<file path="src/rtl/pc_pkg.sv">
// Shared constants and types for the program-counter sequencer.
//   WORD_BYTES / WORD_SHIFT : instruction word size in bytes and as a shift.
//   REGION_SHIFT            : bit position of the region field kept by an
//                             absolute jump.
//   DEFAULT_*_VECTOR        : default reset and exception fetch addresses.
//   pc_sel_e                : the request that wins the next-PC choice.
package pc_pkg;

    localparam int          WORD_BYTES           = 4;
    localparam int          WORD_SHIFT           = 2;
    localparam int          REGION_SHIFT         = 28;
    localparam logic [31:0] DEFAULT_RESET_VECTOR = 32'h0000_3000;
    localparam logic [31:0] DEFAULT_EXC_VECTOR   = 32'h0000_0080;

    typedef enum logic [2:0] {
        SEL_SEQ,
        SEL_HOLD,
        SEL_EXC,
        SEL_BRANCH,
        SEL_JUMP,
        SEL_RET
    } pc_sel_e;

endpackage

</file>
<file path="src/rtl/ras_stack.sv">
// Return-address stack held in a circular buffer.
//   clk, rst     : clock, synchronous active-high reset (control state only).
//   push_i       : write data_i as the new top entry.
//   pop_i        : discard the top entry (ignored when empty).
//   data_i       : return address to push.
//   top_o        : current top entry (combinational read).
//   count_o      : number of valid entries, 0..DEPTH.
//   overflow_o   : registered pulse, a push found the stack full.
//   underflow_o  : registered pulse, a pop found the stack empty.
// push_i and pop_i are never asserted together by the sequencer.
module ras_stack #(
    parameter  int DATA_W = 32,
    parameter  int DEPTH  = 4,
    localparam int PTR_W  = $clog2(DEPTH),
    localparam int CNT_W  = PTR_W + 1
) (
    input  logic              clk,
    input  logic              rst,
    input  logic              push_i,
    input  logic              pop_i,
    input  logic [DATA_W-1:0] data_i,
    output logic [DATA_W-1:0] top_o,
    output logic [CNT_W-1:0]  count_o,
    output logic              overflow_o,
    output logic              underflow_o
);

    localparam logic [CNT_W-1:0] FULL_CNT = CNT_W'(DEPTH);

    logic [DATA_W-1:0] mem_q [DEPTH];
    logic [PTR_W-1:0]  sp_q;      // next slot to write
    logic [PTR_W-1:0]  top_idx;
    logic [CNT_W-1:0]  count_q;
    logic              ovf_q;
    logic              unf_q;
    logic              full;
    logic              empty;

    assign full    = (count_q == FULL_CNT);
    assign empty   = (count_q == '0);
    assign top_idx = sp_q - PTR_W'(1);
    assign top_o   = mem_q[top_idx];

    // When full, sp_q already points at the oldest entry, so a push simply
    // overwrites it and the count saturates.
    always_ff @(posedge clk) begin
        if (rst) begin
            sp_q    <= '0;
            count_q <= '0;
            ovf_q   <= 1'b0;
            unf_q   <= 1'b0;
        end else begin
            ovf_q <= push_i && full;
            unf_q <= pop_i && empty;
            if (push_i) begin
                sp_q <= sp_q + PTR_W'(1);
                if (!full) begin
                    count_q <= count_q + CNT_W'(1);
                end
            end else if (pop_i && !empty) begin
                sp_q    <= top_idx;
                count_q <= count_q - CNT_W'(1);
            end
        end
    end

    // Entry storage carries no reset.
    always_ff @(posedge clk) begin
        if (push_i) begin
            mem_q[sp_q] <= data_i;
        end
    end

    assign count_o     = count_q;
    assign overflow_o  = ovf_q;
    assign underflow_o = unf_q;

endmodule

</file>
<file path="src/rtl/pc_sequencer.sv">
// Fetch program-counter sequencer with branch, region jump, call/return
// through a return-address stack, exception redirect and stall.
//   clk, rst       : clock, synchronous active-high reset.
//   stall          : hold PC, EPC and RAS this cycle (exception still wins).
//   branch_taken   : PC-relative branch by branch_offset words.
//   branch_offset  : signed word offset.
//   jump, link     : absolute jump inside the current 256 MB region; link
//                    also pushes the return address.
//   jump_target    : word index within the region.
//   ret            : return to the RAS top entry.
//   exception      : redirect to EXC_VECTOR and capture the PC in epc_out.
//   pc_out         : registered fetch PC.
//   pc_plus4       : combinational pc_out + 4.
//   epc_out        : PC captured at the last exception.
//   ras_count      : valid RAS entries.
//   ras_overflow   : one-cycle pulse, push into a full RAS.
//   ras_underflow  : one-cycle pulse, ret with an empty RAS.
module pc_sequencer import pc_pkg::*; #(
    parameter int                ADDR_W       = 32,
    parameter logic [ADDR_W-1:0] RESET_VECTOR = ADDR_W'(DEFAULT_RESET_VECTOR),
    parameter logic [ADDR_W-1:0] EXC_VECTOR   = ADDR_W'(DEFAULT_EXC_VECTOR),
    parameter int                RAS_DEPTH    = 4
) (
    input  logic                           clk,
    input  logic                           rst,
    input  logic                           stall,
    input  logic                           branch_taken,
    input  logic [ADDR_W-1:0]              branch_offset,
    input  logic                           jump,
    input  logic                           link,
    input  logic [25:0]                    jump_target,
    input  logic                           ret,
    input  logic                           exception,
    output logic [ADDR_W-1:0]              pc_out,
    output logic [ADDR_W-1:0]              pc_plus4,
    output logic [ADDR_W-1:0]              epc_out,
    output logic [$clog2(RAS_DEPTH):0]     ras_count,
    output logic                           ras_overflow,
    output logic                           ras_underflow
);

    logic [ADDR_W-1:0]        pc_q, pc_d;
    logic [ADDR_W-1:0]        epc_q, epc_d;
    logic signed [ADDR_W-1:0] br_off_s;
    logic [ADDR_W-1:0]        br_target;
    logic [ADDR_W-1:0]        jmp_target;
    logic [ADDR_W-1:0]        ras_top;
    logic                     ras_push;
    logic                     ras_pop;
    pc_sel_e                  sel;

    assign pc_plus4   = pc_q + ADDR_W'(WORD_BYTES);
    assign br_off_s   = $signed(branch_offset);
    // Wraps silently modulo 2^ADDR_W.
    assign br_target  = pc_plus4 + $unsigned(br_off_s <<< WORD_SHIFT);
    assign jmp_target = {pc_plus4[ADDR_W-1:REGION_SHIFT], jump_target, 2'b00};

    always_comb begin
        sel = SEL_SEQ;
        if (exception) begin
            sel = SEL_EXC;
        end else if (stall) begin
            sel = SEL_HOLD;
        end else if (branch_taken) begin
            sel = SEL_BRANCH;
        end else if (jump) begin
            sel = SEL_JUMP;
        end else if (ret) begin
            sel = SEL_RET;
        end
    end

    // Only the winning request may touch the RAS.
    assign ras_push = (sel == SEL_JUMP) && link;
    assign ras_pop  = (sel == SEL_RET);

    always_comb begin
        pc_d  = pc_plus4;
        epc_d = epc_q;
        case (sel)
            SEL_EXC: begin
                pc_d  = EXC_VECTOR;
                epc_d = pc_q;
            end
            SEL_HOLD:   pc_d = pc_q;
            SEL_BRANCH: pc_d = br_target;
            SEL_JUMP:   pc_d = jmp_target;
            SEL_RET:    pc_d = (ras_count != '0) ? ras_top : pc_plus4;
            default:    pc_d = pc_plus4;
        endcase
    end

    always_ff @(posedge clk) begin
        if (rst) begin
            pc_q  <= RESET_VECTOR;
            epc_q <= '0;
        end else begin
            pc_q  <= pc_d;
            epc_q <= epc_d;
        end
    end

    ras_stack #(
        .DATA_W (ADDR_W),
        .DEPTH  (RAS_DEPTH)
    ) u_ras (
        .clk         (clk),
        .rst         (rst),
        .push_i      (ras_push),
        .pop_i       (ras_pop),
        .data_i      (pc_plus4),
        .top_o       (ras_top),
        .count_o     (ras_count),
        .overflow_o  (ras_overflow),
        .underflow_o (ras_underflow)
    );

    assign pc_out  = pc_q;
    assign epc_out = epc_q;

endmodule

</file>
<file path="config.mk">
export PLATFORM = sky130hd
export DESIGN_NAME = pc_sequencer
export DESIGN_NICKNAME = d
export VERILOG_FILES = /design/src/rtl/pc_pkg.sv /design/src/rtl/ras_stack.sv /design/src/rtl/pc_sequencer.sv
export SDC_FILE = /design/constraint.sdc
export NUM_CORES = 1
export LEC_CHECK = 0
export ABC_AREA = 1
export CORE_MARGIN = 10
export CORE_UTILIZATION = 55
export CTS_CLUSTER_SIZE = 12
export DETAILED_ROUTE_END_ITERATION = 10
export MAX_ROUTING_LAYER = met4
export PLACE_DENSITY = 0.84
export SETUP_SLACK_MARGIN = 0.15
export SYNTH_ARGS = -nofsm -noshare
export SYNTH_HDL_FRONTEND = slang
export SYNTH_SLANG_ARGS = --single-unit
</file>
<file path="constraint.sdc">
create_clock -name clk -period 5.25 [get_ports clk]
set_input_delay 1.05 -clock clk [delete_from_list [all_inputs] [get_ports clk]]
set_output_delay 1.05 -clock clk [all_outputs]
set_load 0.005 [all_outputs]
</file>
==> reports/summary.txt <==
Clock Sinks: 199
Reg power frac: 46.1%
Iter 0 DRT Violations: 1305
die width: 161 um
DR pass1 iterations: 6
crit path launch type: register
CP arrival: 3.19 ns
Max Freq: 236 MHz
CTS max path bufs: 2
max_slew headroom: 17.3%
Bufs and invs on worst path: 2
die area: 0.0261 sq mm
die height: 161 um
fin crit share: 80.7%
Placer Congestion: 0.985
maximum vdd drop: 0.000255 V
Net Switching: 1.08 mW
syn nets: 1472
synth warn: 0
Nets: 1621
P_leak: 5.75 nW
CTS Root Cell: clkbuf_16
first-pass GRT wire length: 57.5 mm
final setup violation count: 0
Gate power share: 16.1%
setup bufs post-CTS: 0
Final Hold Viols: 0
io pins: 167
most common library cells after synthesis: nand2_1, inv_1, nor2_1
post-DP HPWL: 27.5 mm
standard-cell rows: 51
final worst path period need: 4.24 ns
Residual DRC: 0
post-cts resize count: 0
largest net degree at the start of global routing: 68
actual slew at the worst max-slew pin: 1.24 ns
Main synth FF type: edfxtp_1
Worst Setup Slack post-DPL: 1.22 ns
final worst slack: 1.01 ns
fraction of registers with async set/reset: 0%
CTS Buf Count: 17
Worst path slowest cell: xor2_1
number of H-tree levels: 4
Min Hold Slack: 0.517 ns
Routed WL: 38.0 mm
max-slew violation count: 0
Hold-fix buffers, CTS: 0
HP Class: register to register
Synth-to-Final Area Change: 23.2%
CTS tree: built
Pint: 2.68 mW
clock share of power: 37.8%
area of the core: 0.0196 sq mm
skew final: 0.0154 ns
gr ovfl total: 0
Post-Syn Area per Cell: 8.06 sq um
Yosys cell types: 44
clk_lat worst skew: 0.45 ns
post-route ant nets: 0
Switching Fraction: 28.6%
Max-Cap Viols: 0
area leader, netlist: edfxtp_1
register area share after synthesis: 47.9%
Largest stage delay, worst path: 0.78 ns
vias in the first global route: 10100
CP max FO: 8
initial antenna violation count: 1
largest cells by area after synthesis: edfxtp_1, dfxtp_1, nand2_1
RSZ-0062 raised after global routing: false
CP Cell Sequence: ha_1 -> nand2_1 -> inv_2 -> nand2_4 -> nor2_8 -> nand3_1 -> xor2_1 -> clkdlybuf4s50_1
Post-synth EDFFs: 128
Synth Instances: 1365
DR WL/cell: 21.2 um
fraction of layout cells with a size suffix above 1: 6.42%
PnR Total Power: 3.76 mW
Total GRT Usage: 29.1%
post-DR vias/cell: 5.85
Initial Util: 56.2%
Clock Pin Slew Worst Setup and Hold Paths: 0.08 ns
CP Class: register to output port
#FFs+latches synth: 199
total number of vias: 10500
critical path's top delay family: buffers and inverters
post-layout util: 69.2%
Yosys top cell area share: 34.9%
worst path required time: 4.20 ns
I/O Buffers: 164
Cell Area, Synth: 0.0110 sq mm
count leader, synth: nand2_1
CP Capture Type: output port
status: complete, no violations
Antenna Cells: 0
final setup TNS: 0 ns
P per Cell Area: 278 mW/mm^2
stage by stage:
stage / std cells / area [sq um]
5_1_grt: 1792 / 13500
3_5_place_dp: 1760 / 12900
3_3_place_gp: 1760 / 12900
2_1_floorplan: 1365 / 11000
4_1_cts: 1792 / 13500
6_report: 1792 / 13500
layout by cell type, fill, tap and decap left out, types with 5 or more instances in the layout:
cell               n
nand2_1          342
clkdlybuf4s50_1  163
inv_1            146
edfxtp_1         128
nor2_1           125
a21oi_1          103
nand3_1           92
o21ai_0           86
dfxtp_1           70
ha_1              39
xor2_1            20
clkbuf_16         17
buf_4             16
nand4_1           14
nor3_1            13
a22oi_1           12
nor2_2            11
a32oi_1           11
o22ai_1           10
inv_2              9
or2_2              9
o21ai_1            8
nand2_2            7
o21bai_1           7
a31oi_1            5
o211ai_1           5
a221oi_1           5
power by group through the flow:
stage                     clock network, mW  registers [mW]  logic, mW
after detailed placement                  0            1.77      0.591
after global routing                   1.48            1.74      0.659
final                                  1.42            1.73      0.606
after global placement                    0            1.77      0.582
after CTS                              1.42            1.73      0.595
after floorplan                           0            1.76      0.309
final timing paths:
check / from / to / slack (ns) / cells after the start
worst min-delay path: u_ras.count_o[0] / u_ras.count_o[0] / 0.52 / 1
worst max register to register: pc_out[10] / pc_out[21] / 1.31 / 17
worst max-delay path: pc_out[3] / pc_plus4[22] / 1.01 / 8
worst min register to register: u_ras.count_o[0] / u_ras.count_o[0] / 0.52 / 1
registers in the layout, summed over array words and instances (netlist names):
signal	flops
u_ras.count_o	3
epc_out	32
pc_out	32
u_ras.mem_q	128
u_ras.sp_q	2
u_ras.underflow_o	1
u_ras.overflow_o	1
routing by layer:
| metal | share of wire [%] | wire length, um | global-route usage [%] | vias to the layer above |
|---|---|---|---|---|
| met5 | 0 | 0 | - | - |
| met4 | 3.4 | 1310 | 11.0 | 0 |
| met3 | 11 | 4130 | 6.13 | 84 |
| met2 | 46 | 17600 | 45.0 | 644 |
| met1 | 39 | 15000 | 37.1 | 4866 |
| li1 | - | - | - | 4888 |
logic make-up after synthesis:
logic type	after synthesis	synth area share [%]
AOI/OAI and AO/OA	265	13.8
xor gates and xnor gates	22	1.75
and+or+nand+nor	630	24.4
buffers and inverters	208	7.38
adders and majority gates	41	4.80
DFF	199	47.9
layout make-up:
class	instances	area, sq um
Clock inverter	15	223
Sequential cell	199	5270
Inverter	157	589
Timing Repair Buffer	181	1780
Fill cell	1586	6040
Clock buffer	17	425
Tap cell	265	332
Multi-Input combinational cell	958	4940
(Power assumes the default switching activity.)
